**src/rtl/serial_frame_tx.sv**
```systemverilog
// rtl/serial_frame_tx.sv - parallel-to-serial frame transmitter
// Frame: start(0), data LSB first, optional even parity, stop(1); tx is registered.
module serial_frame_tx #(
  parameter int DATA_WIDTH   = 8,
  parameter int CLKS_PER_BIT = 4,
  parameter int PARITY_EN    = 1
) (
  input  logic                  clk,
  input  logic                  rst_n,
  input  logic [DATA_WIDTH-1:0] data_in,
  input  logic                  data_valid,
  output logic                  data_ready,
  output logic                  tx,
  output logic                  busy
);

  localparam int CW = $clog2(CLKS_PER_BIT) + 1;
  localparam int BW = (DATA_WIDTH > 1) ? $clog2(DATA_WIDTH) : 1;
  localparam logic [CW-1:0] CLK_LAST = CW'(CLKS_PER_BIT - 1);
  localparam logic [BW-1:0] BIT_LAST = BW'(DATA_WIDTH - 1);

  typedef enum logic [2:0] {
    IDLE,
    START,
    DATA,
    PARITY,
    STOP
  } state_t;

  state_t                  state, state_n;
  logic [CW-1:0]           clk_cnt, clk_cnt_n;
  logic [BW-1:0]           bit_cnt, bit_cnt_n;
  logic [DATA_WIDTH-1:0]   shift_reg, shift_n;
  logic                    parity_q, parity_n;
  logic                    tx_q, tx_n;
  logic                    bit_done;
  logic                    parity_in;

  // XOR chain of gate primitives over the incoming word; each stage lives in its own block.
  genvar i;
  for (i = 0; i < DATA_WIDTH; i++) begin : g_par
    wire p;
    if (i == 0) begin : g_first
      assign p = data_in[0];
    end else begin : g_xor
      xor u_xor (p, g_par[i-1].p, data_in[i]);
    end
  end
  assign parity_in = g_par[DATA_WIDTH-1].p;

  always_ff @(posedge clk or negedge rst_n) begin
    if (!rst_n) begin
      state     <= IDLE;
      clk_cnt   <= '0;
      bit_cnt   <= '0;
      shift_reg <= '0;
      parity_q  <= 1'b0;
      tx_q      <= 1'b1;
    end else begin
      state     <= state_n;
      clk_cnt   <= clk_cnt_n;
      bit_cnt   <= bit_cnt_n;
      shift_reg <= shift_n;
      parity_q  <= parity_n;
      tx_q      <= tx_n;
    end
  end

  always_comb begin
    state_n   = state;
    clk_cnt_n = clk_cnt;
    bit_cnt_n = bit_cnt;
    shift_n   = shift_reg;
    parity_n  = parity_q;
    tx_n      = 1'b1;
    bit_done  = (clk_cnt == CLK_LAST);

    case (state)
      IDLE: begin
        if (data_valid) begin
          state_n   = START;
          shift_n   = data_in;
          parity_n  = parity_in;
          clk_cnt_n = '0;
          bit_cnt_n = '0;
        end
      end
      START: begin
        if (bit_done) begin
          state_n   = DATA;
          clk_cnt_n = '0;
        end else begin
          clk_cnt_n = clk_cnt + 1'b1;
        end
      end
      DATA: begin
        if (bit_done) begin
          clk_cnt_n = '0;
          if (bit_cnt == BIT_LAST) begin
            bit_cnt_n = '0;
            state_n   = (PARITY_EN != 0) ? PARITY : STOP;
          end else begin
            bit_cnt_n = bit_cnt + 1'b1;
            shift_n   = shift_reg >> 1;
          end
        end else begin
          clk_cnt_n = clk_cnt + 1'b1;
        end
      end
      PARITY: begin
        if (bit_done) begin
          state_n   = STOP;
          clk_cnt_n = '0;
        end else begin
          clk_cnt_n = clk_cnt + 1'b1;
        end
      end
      STOP: begin
        if (bit_done) begin
          state_n   = IDLE;
          clk_cnt_n = '0;
        end else begin
          clk_cnt_n = clk_cnt + 1'b1;
        end
      end
      default: begin
        state_n   = IDLE;
        clk_cnt_n = '0;
        bit_cnt_n = '0;
      end
    endcase

    // Line level is chosen from the upcoming state so tx lands in step with it.
    case (state_n)
      START:   tx_n = 1'b0;
      DATA:    tx_n = shift_n[0];
      PARITY:  tx_n = parity_n;
      default: tx_n = 1'b1;
    endcase
  end

  assign tx         = tx_q;
  assign data_ready = (state == IDLE);
  assign busy       = (state != IDLE);

endmodule

```
**config.mk**
```make
export PLATFORM = sky130hd
export DESIGN_NAME = serial_frame_tx
export DESIGN_NICKNAME = d
export VERILOG_FILES = /design/src/rtl/serial_frame_tx.sv
export SDC_FILE = /design/constraint.sdc
export NUM_CORES = 1
export LEC_CHECK = 0
export CORE_MARGIN = 2
export CORE_UTILIZATION = 50
export DETAILED_ROUTE_END_ITERATION = 7
export PLACE_DENSITY = 0.71
export SYNTH_ARGS = -nofsm -noshare
export SYNTH_HDL_FRONTEND = slang
export SYNTH_SLANG_ARGS = --single-unit
```
**constraint.sdc**
```tcl
create_clock -name clk -period 2.05 [get_ports clk]
set_input_delay 0.41 -clock clk [delete_from_list [all_inputs] [get_ports clk]]
set_output_delay 0.41 -clock clk [all_outputs]
set_load 0.02 [all_outputs]
```
==> metrics.md <==
| Metric | Value |
|---|---|
| Critical Path Most Common Cell | ha_1 |
| Wire per inst | 14.02 um |
| Unrepaired setup endpoints after global routing | false |
| Switch Pwr | 0.6525 mW |
| Data required time of the worst path | 2.29 ns |
| Layout cells sized above 1 | 15.25% |
| Layout Utilization | 65.40% |
| Routed Antenna Nets | 0 |
| Kind of end point of the critical path | flop |
| DR iter-0 viols | 11 |
| Hold Vio Cnt, Final | 0 |
| Via/cell ratio | 5.586 |
| Critical path class | flop to flop |
| Clock power frac | 11.6% |
| Final worst slack | 0.05671 ns |
| Synth warnings | 0 |
| Worst setup SP type | flop |
| Type of the worst min-delay path | input port to async pin |
| Die area | 0.002526 mm2 |
| Crit path cell chain | ha_1, ha_1, or3b_4, a221oi_2, nor3b_1, o31a_1 |
| Max FFs per register | 8 |
| Antenna cells | 0 |
| Average cell area after synthesis | 10.92 um2 |
| Post-synth net total | 112 |
| Post-Route WL | 2.033 mm |
| Post-synth top flop | dfrtp_1 |
| CTS root buf | clkbuf_4 |
| # IOs | 14 |
| Tot Pwr | 1.696 mW |
| Total gr overflow | 0 |
| Distinct cells, synth | 43 |
| Fmax | 501.7 MHz |
| Rows | 16 |
| Clk_skew | 0.006410 ns |
| Vias in the first global route | 833 |
| Power density over the cells | 1308 mW/mm2 |
| Dpl hpwl | 1.525 mm |
| Post-synthesis sequential area ratio | 44.56% |
| Design Area, Final | 0.001296 mm2 |
| Clock Path Buffers | 2 |
| Non-filler cells, final | 145 |
| Final min period | 1.993 ns |
| Post-CTS Hold Fix Bufs | 0 |
| VDD IR max | 0.0007924 V |
| Family with the most delay on the worst path | compound AO/OA/AOI/OAI gates |
| Post-route DRC | 0 |
| Slew headroom | 72.37% |
| Maxcap violations | 0 |
| Max-slew violations | 0 |
| I/O Buffers | 13 |
| Starting Density | 53.98% |
| Pre-CTS setup slack | 0.03842 ns |
| H-tree Lvls | 1 |
| Sinks on Clock Net | 19 |
| Height of the die | 50.26 um |
| First-pass GRT wire length | 3.691 mm |
| Fin crit share | 97.23% |
| Reg power frac | 36.6% |
| CP max stage delay | 0.43 ns |
| Largest net degree at the start of global routing | 20 |
| Post-synth EDFFs | 0 |
| Total CTS buffers | 3 |
| Placed cell count | 140 |
| Sw Share | 38.48% |
| # nets final | 133 |
| Initial antenna violation count | 0 |
| Setup TNS | 0 ns |
| Vias post-DR | 810 |
| Asr flop ratio synth | 100.0% |
| Crit path max fanout | 3 |
| Slowest CP cell | or3b_4 |
| CTS tree | done |
| Area growth from synthesis to layout | 21.17% |
| Hold WS | 0.4199 ns |
| Crit path DAT | 2.24 ns |
| Total GRT Usage | 19.52% |
| Die X | 50.26 um |
| Combinational Power Share | 51.8% |
| Latest clock arrival within the worst-skew pair | 0.30 ns |
| Syn Inst Count | 98 |
| Status | completed |
| #FFs+latches synth | 19 |
| RePlAce Congestion | 0.7762 |
| Pre-antenna DRT Iters | 4 |
| Buf/Inv on CP | 0 |
| Worst-Margin Slew | 0.4127 ns |
| Cell internal pwr | 1.043 mW |
| Clk pin slew, worst setup/hold paths | 0.11 ns |
| Final Setup Violations | 0 |
| Core box area | 0.001982 mm2 |
| Lkg Pwr | 0.5750 nW |
| Mapped Area | 0.001070 mm2 |
| DP Area | 0.001261 mm2 |
[cell families after synthesis]
logic type	count (synthesis)	share of synthesized area [%]
multiplexers	2	2.105
adder cells (fa/ha/maj)	3	3.509
XOR/XNOR	8	6.550
buffers and inverters	8	3.041
AND/OR/NAND/NOR	36	22.46
AO/OA/AOI/OAI	22	17.78
flip-flops	19	44.56
[synthesized netlist by cell type, drive strengths merged, types with 2 or more instances]
cell    number  share of area [%]
nand2        2               0.70
nand3        2               0.94
o21ai        2               0.93
xnor2        8                6.5
and3         3                1.8
and2         6                3.5
clkbuf       2               0.70
buf          2               0.94
dfrtp       18                 42
nor3         3                1.4
inv          4                1.4
a22o         2                1.6
or2          3                1.8
a221o        6                5.6
ha           3                3.5
or3b         2                1.9
mux2         2                2.1
nor2b        3                1.8
nor2         6                3.0
nor4b        2                3.0
[area by class of cell]
cell class	count	area [um2]
inverter	4	15.01
clock inverter	1	7.507
tap	27	33.78
multi-input combinational	71	560.5
fill	155	685.7
timing repair buffer	20	180.2
sequential	19	476.7
clock buffer	3	22.52
[path summary, 6_finish.rpt]
kind | startpoint | endpoint | slack [ns] | cells past startpoint
max in group asynchronous | rst_n | tx | 1.37 | 2
setup / recovery | bit_cnt[0] | tx | 0.06 | 6
hold / removal | rst_n | parity_q | 0.42 | 2
setup reg to reg | bit_cnt[0] | tx | 0.06 | 6
hold reg to reg | shift_reg[7] | shift_reg[7] | 0.52 | 1
min in group clk | shift_reg[7] | shift_reg[7] | 0.52 | 1
[worst register-to-register path, cell delays in order (launching register included)]
cell,delay (ns)
dfrtp_1,0.41
ha_1,0.21
ha_1,0.22
or3b_4,0.43
a221oi_2,0.27
nor3b_1,0.10
o31a_1,0.31
[power by group through the flow]
| stage | registers, mW | clock network, mW | logic (mW) |
|---|---|---|---|
| floorplan | 0.631 | 0 | 0.630 |
| global placement | 0.622 | 0 | 0.868 |
| detailed placement | 0.627 | 0 | 0.885 |
| CTS | 0.621 | 0.204 | 0.874 |
| global route | 0.637 | 0.217 | 0.981 |
| finish | 0.621 | 0.196 | 0.879 |
[what timing repair did]
action	4_1_cts	5_1_grt
buffers inserted	0	1
resized for setup	2	0
setup endpoints to repair	2	1
[placed cells by master (no fill, tap or decap), drive strengths merged, types with 2 or more instances in the layout]
cell,n
and3,3
a22o,2
or2,3
ha,3
nor2b,3
dlygate4sd2,2
buf,7
nor4b,2
clkdlybuf4s50,11
clkbuf,3
nor2,6
or3b,2
xnor2,8
nand3,2
nor3,3
a221o,6
inv,4
o21ai,2
nand2,2
dfrtp,18
and2,6
mux2,2
[metal layers]
| layer | GRT usage, % | share of wire (%) | up-vias |
|---|---|---|---|
| li1 | - | - | 406 |
| met1 | 24.52 | 48 | 387 |
| met2 | 31.14 | 47 | 13 |
| met3 | 3.869 | 2.6 | 4 |
| met4 | 11.11 | 2.1 | 0 |
| met5 | 0 | 0 | - |
Power figures use the tool's default switching activity.
